## config.mk

```make
export PLATFORM = sky130hd
export DESIGN_NAME = pipeline_stall_controller
export DESIGN_NICKNAME = d
export VERILOG_FILES = /design/src/rtl/pipeline_stall_controller.sv
export SDC_FILE = /design/constraint.sdc
export NUM_CORES = 1
export LEC_CHECK = 0
export CORE_UTILIZATION = 30
export DETAILED_ROUTE_END_ITERATION = 12
export SYNTH_ARGS = -nofsm -noshare
export SYNTH_HDL_FRONTEND = slang
export SYNTH_SLANG_ARGS = --single-unit
```

## constraint.sdc

```tcl
create_clock -name clk -period 2.14 [get_ports clk]
set_clock_uncertainty 0.05 [all_clocks]
set_input_delay 0.642 -clock clk [delete_from_list [all_inputs] [get_ports clk]]
set_output_delay 0.642 -clock clk [all_outputs]
set_load 0.1 [all_outputs]
```

## src/rtl/pipeline_stall_controller.sv

```systemverilog
// pipeline_stall_controller: freeze/flush/bubble sequencer for the 5-stage pipeline
// with a MEM wait-state watchdog and saturating stall/flush counters.
module pipeline_stall_controller #(
    parameter int MEM_TIMEOUT = 255,
    parameter int CNT_W       = 32
) (
    input  logic             clk,
    input  logic             rst,
    input  logic             hazard_detected,
    input  logic             branch_taken,
    input  logic             mem_req,
    input  logic             mem_ready,
    input  logic             perf_clear,
    output logic             pc_freeze,
    output logic             if_id_freeze,
    output logic             if_id_flush,
    output logic             id_exe_bubble,
    output logic             back_freeze,
    output logic             mem_timeout,
    output logic [CNT_W-1:0] stall_cnt,
    output logic [CNT_W-1:0] flush_cnt
);
    localparam int WT_W = $clog2(MEM_TIMEOUT + 1) > 8 ? $clog2(MEM_TIMEOUT + 1) : 8;

    typedef enum logic [1:0] {RUN, MEM_WAIT, ERROR} state_t;

    state_t          state, state_nx;
    logic [WT_W-1:0] wt, wt_nx;
    logic            mem_stall, stall_inc;

    always_comb begin
        state_nx = state;
        wt_nx    = wt;
        case (state)
            RUN:      if (mem_req && !mem_ready) begin
                          state_nx = MEM_WAIT;
                          wt_nx    = WT_W'(1);
                      end
            MEM_WAIT: if (mem_ready) begin
                          state_nx = RUN;
                          wt_nx    = '0;
                      end else begin
                          wt_nx    = wt + WT_W'(1);
                          state_nx = (wt == WT_W'(MEM_TIMEOUT)) ? ERROR : MEM_WAIT;
                      end
            default:  ;
        endcase
    end

    // priority: memory stall > taken branch > ID hazard
    assign mem_stall     = (state == RUN && mem_req && !mem_ready) ||
                           (state == MEM_WAIT && !mem_ready) || state == ERROR;
    assign pc_freeze     = mem_stall || (!branch_taken && hazard_detected);
    assign if_id_freeze  = pc_freeze;
    assign if_id_flush   = !mem_stall && branch_taken;
    assign id_exe_bubble = !mem_stall && (branch_taken || hazard_detected);
    assign back_freeze   = mem_stall;
    assign mem_timeout   = state == ERROR;
    assign stall_inc     = (pc_freeze || back_freeze || id_exe_bubble) && !if_id_flush;

    always_ff @(posedge clk or negedge rst) begin
        if (!rst) begin
            state     <= RUN;
            wt        <= '0;
            stall_cnt <= '0;
            flush_cnt <= '0;
        end else begin
            state     <= state_nx;
            wt        <= wt_nx;
            stall_cnt <= perf_clear ? '0 : (stall_inc && !(&stall_cnt)) ? stall_cnt + CNT_W'(1) : stall_cnt;
            flush_cnt <= perf_clear ? '0 : (if_id_flush && !(&flush_cnt)) ? flush_cnt + CNT_W'(1) : flush_cnt;
        end
    end
endmodule

```

; Yosys cells after proc, flatten, opt, wreduce, memory -nomap -nowiden
; Cells that the tools add are included.
[classes]
n_eq_ne = 4
n_mux = 11
n_addsub = 3
reduce_logical = 29
[ops]
columns = cell, n
row1 = 2-to-1 mux 32 bit, 4
row2 = "adder 32 x 1 -> 32 bit, second input constant", 2
row3 = AND reduction 32 bit, 2
row4 = 2-to-1 mux 8 bit, 2
row5 = case mux 8 bit (2 select lines), 1
row6 = logical AND 1 bit, 10
row7 = "adder 8 x 1 -> 8 bit, second input constant", 1
row8 = "equality test 8 bit, second input constant", 1
row9 = logical NOT 1 bit, 6
row10 = logical OR 1 bit, 6
row11 = 2-to-1 mux 2 bit, 3
row12 = nonzero test 2 bit, 3
row13 = case mux 2 bit (2 select lines), 1
row14 = "equality test 2 x 1 -> 1 bit, second input constant", 1
row15 = "equality test 2 bit, second input constant", 1
row16 = logical NOT 2 bit, 1
row17 = "inequality test 2 bit, second input constant", 1
row18 = AND reduction 2 bit, 1
[totals]
elab_cells = 51
reg_bits = 74

; Longest topological paths before layout
[logic_depth]
word_depth = 12
depth_mapped = 8
mapped_depth_nobuf = 6

; Worst setup path before layout
; Ideal clock, no wire load.
[synth_path]
kind = input-to-output
startpoint = in mem_ready
endpoint = out id_exe_bubble
t_arrival_ns = 3.540
cell_stages = 3
path_slack_ns = -2.092
t_required_ns = 1.448
path_cell_list = o21bai_1 > mux2i_1 > nor2_1
[synth_between]
elab_chain_len = 6
elab_cells_between_ends = 7
classes_between = reduce/logical (7)
[synth_rtl]
columns = item, line_no
row1 = from (decl), 12  ; input logic mem_ready,
row2 = logical NOT 1 bit (*), "51, 52"
row3 = logical AND 1 bit (on tied branches), "51, 52"
row4 = logical OR 1 bit (*), 51  ; assign mem_stall = (state == RUN && mem_req && !mem_ready) ||
row5 = logical OR 1 bit (*), 52  ; (state == MEM_WAIT && !mem_ready) || state == ERROR;
row6 = net back_freeze, 18  ; output logic back_freeze,
row7 = logical NOT 1 bit (*), 56  ; assign id_exe_bubble = !mem_stall && (branch_taken || hazard_detected);
row8 = logical AND 1 bit (*), 56
row9 = to (decl), 17  ; output logic id_exe_bubble,
; The timed path passes the listed nets; every way through them passes the cells marked *.

; Worst setup path in the final report
[layout_path]
startpoint = in mem_ready
endpoint = out if_id_flush
[layout_between]
elab_chain_len = 6
elab_cells_between_ends = 7
classes_between = reduce/logical (7)
[layout_rtl]
columns = item, line_no
row1 = logical NOT 1 bit (*), "51, 52"
row2 = logical AND 1 bit (on tied branches), "51, 52"
row3 = logical OR 1 bit (*), 51
row4 = logical OR 1 bit (*), 52
row5 = logical NOT 1 bit (*), 55  ; assign if_id_flush = !mem_stall && branch_taken;
row6 = logical AND 1 bit (*), 55
row7 = to (decl), 16  ; output logic if_id_flush,
; Mark *: on every way between the ends. The rest lies on a longest branch, timed or not.

==> results.tsv <==
metric	value	unit
Seq/Total Area, Yosys	44.50	%
placed cell count	779	
pin count of the biggest net entering global routing	30	
met2 Track Usage GR	32.15	%
VDD IR-drop max	0.3856	mV
CP delay by family, top	buffers and inverters	
Antenna Nets Post-Route	0	
Final nets	643	
max-cap violations	0	
period utilization	105.7	%
worst-skew pair later-pin latency	0.34	ns
PwrDens	457.2	nW/um2
Post-Syn Nets	466	
initial antenna violation count	0	
die area	14350	um2
critical path's slowest cell	o211ai_1	
CTS tree	yes	
TritonRoute pass-1 iters	4	
Reg area	2006	um2
minimum clock period	2.261	ns
# DRC	0	
top-count cell post-synth	dfrtp_1	
Mapped Cells	456	
setup violators final	6	
Fmax	442.2	MHz
die height	119.8	um
vias after detailed routing	4387	
critical path's largest stage delay	0.24	ns
CTS clk-pin slew, worst paths	0.06	ns
Port Buf Inserts	76	
Mean Syn Cell Area	9.126	um2
Min-Delay Path Class	in2async	
CTS max path bufs	2	
Critical Path RT	1.45	ns
DRT Wirelength	13.22	mm
initial DRC count	242	
FILL cells	1195	
I/O pin count	77	
Yosys cell types	51	
GRT met3 Usage	2.899	%
hpwl dp	9.283	mm
ratio of cells with drive above 1 in the final layout	49.69	%
final cell count without fillers	814	
crit path buf inv count	3	
CORE AREA	13400	um2
final worst slack	-0.1215	ns
CP Class	in2out	
worst-path maximum fanout	4	
vias in the first global route	4380	
register bit total from synthesis	74	
Num CTS Buffers	9	
CP Launch Type	primary input	
Worst Reg-to-Reg Cells	7	
drt wl/cell	16.24	um
Multi-input gate area	2455	um2
EDFF count, synth	0	
gpl congestion	0.8303	
RSZ-0062 raised after global routing	yes	
mapped cell area	4161	um2
root buffer cell	clkbuf_16	
GRT Util Overall	18.70	%
Arrival @ worst endpoint	1.57	ns
# rows	42	
Area contributors post-synth	dfrtp_1, a21oi_1, or3_1	
met1 Usage GRT	23.55	%
number of vias per cell	5.389	
first-pass GRT wire length	21.40	mm
slew margin rel.	62.23	%
LEAKAGE	2.860	nW
ANT cells	0	
Synth warnings	0	
fin. max-slew vios	0	
CP endpoint kind	output port	
effective utilization at floorplan	31.06	%
share of the synthesized area in the top cell type	44.50	%
Congestion Overflow GR	0	
Hold WS	0.1951	ns
Die W	119.8	um
ys async rst share	100.0	%
Stages on worst setup path	5	
Synth Flop Type	dfrtp_1	
Fin. Hold Viols	0	
Post-synth top cells	dfrtp_1, a21oi_1, nor2_1, or3_1, o21ai_0	
status	finished with violations	
clk sink count	74	
failing checks	negative setup slack	
gr busiest metal	met2	
Area growth syn-to-layout	77.87	%
worst-margin pin slew	0.5665	ns
critical path cell sequence	buf_6 > o21bai_4 > o211ai_1 > bufinv_8 > buf_12	
htree depth	3	
Synth area leader	dfrtp_1	
Finished Core Util	55.24	%
==> power by group <==
part / switching (mW) / internal, mW
sequential: 0.0130 / 1.41
clock: 0.619 / 1.03
combinational: 0.194 / 0.123
total: 0.827 / 2.56
==> cell usage in the layout, fill, tap and decap left out, types with 3 or more instances in the layout <==
| cell type | synthesis | layout |
|---|---|---|
| o21ai_0 | 28 | 24 |
| mux2_2 | 5 | 5 |
| nor4_2 | 1 | 3 |
| nor3_1 | 3 | 3 |
| dfrtp_1 | 74 | 9 |
| nor2_4 | 0 | 3 |
| a21oi_1 | 50 | 45 |
| or3_1 | 31 | 30 |
| nor2b_1 | 7 | 7 |
| buf_6 | 0 | 7 |
| and3_1 | 8 | 7 |
| nor4_4 | 0 | 4 |
| a21oi_2 | 0 | 5 |
| clkbuf_16 | 0 | 9 |
| and4_1 | 10 | 10 |
| nand3_1 | 23 | 21 |
| or4_1 | 18 | 14 |
| xor2_1 | 4 | 4 |
| or4_4 | 2 | 6 |
| nor2_1 | 31 | 28 |
| nand4_1 | 23 | 23 |
| o21ai_1 | 0 | 4 |
| dfrtp_4 | 0 | 29 |
| o31ai_1 | 22 | 22 |
| nand2_1 | 26 | 25 |
| nand2b_1 | 5 | 4 |
| buf_4 | 6 | 100 |
| dfrtp_2 | 0 | 36 |
| buf_2 | 5 | 3 |
| xnor2_1 | 8 | 8 |
| inv_1 | 14 | 12 |
| buf_12 | 0 | 70 |
==> per-stage QoR <==
| stage | setup TNS (ns) | instance area [um2] | setup slack, ns | total power, mW |
|---|---|---|---|---|
| after CTS | -0.3771 | 7192 | -0.1394 | 3.405 |
| after global placement | -27.66 | 6746 | -0.5712 | 1.739 |
| final | -0.3809 | 7402 | -0.1215 | 3.384 |
| after global routing | -1.193 | 7402 | -0.1531 | 3.491 |
| after floorplan | -2.829 | 4522 | -0.3292 | 1.603 |
| after detailed placement | -31.34 | 6746 | -0.6309 | 1.745 |
==> final timing paths <==
path	startpoint	endpoint	slack, ns
hold reg to reg	wt[1]$_DFFE_PN0P_	wt[1]$_DFFE_PN0P_	0.47
hold / removal	rst	stall_cnt[9]$_DFFE_PN0P_	0.20
setup reg to reg	flush_cnt[0]$_DFFE_PN0P_	flush_cnt[21]$_DFFE_PN0P_	-0.01
max in group asynchronous	rst	flush_cnt[14]$_DFFE_PN0P_	1.27
min in group clk	wt[1]$_DFFE_PN0P_	wt[1]$_DFFE_PN0P_	0.47
setup / recovery	mem_ready	if_id_flush	-0.12
==> per-layer routing <==
metal / vias up / wire length (um)
met5: - / 0
met4: 0 / 315
met3: 23 / 642
met2: 113 / 6578
met1: 2160 / 5680
li1: 2091 / -
==> final cells by class <==
type	count	area share, %
multi-input combinational	348	33.16
clock inverter	6	1.217
clock buffer	10	3.093
timing repair buffer	185	31.51
tap	176	2.975
inverter	15	0.9466
sequential	74	27.10
==> flip-flops by register name, summed over array words and instances, names as in the netlist <==
register / cells
flush_cnt: 32
stall_cnt: 32
state: 2
wt: 8
==> what timing repair did <==
| item | in CTS | in global routing |
|---|---|---|
| hold buffers | 0 | 0 |
| buffers inserted | 8 | 7 |
| gates cloned | 2 | 2 |
| setup endpoints to repair | 55 | 34 |
| gates resized for setup | 24 | 34 |
| pin swaps | 5 | 11 |
==> logic make-up after synthesis <==
group / after synthesis / synth area share, %
and+or+nand+nor: 204 / 28.74
AOI/OAI and AO/OA: 116 / 16.69
DFF: 74 / 44.50
buffers and inverters: 37 / 4.029
xor gates and xnor gates: 12 / 2.526
muxes: 10 / 2.616
adders and majority gates: 3 / 0.9021
Power figures use the tool's default switching activity.
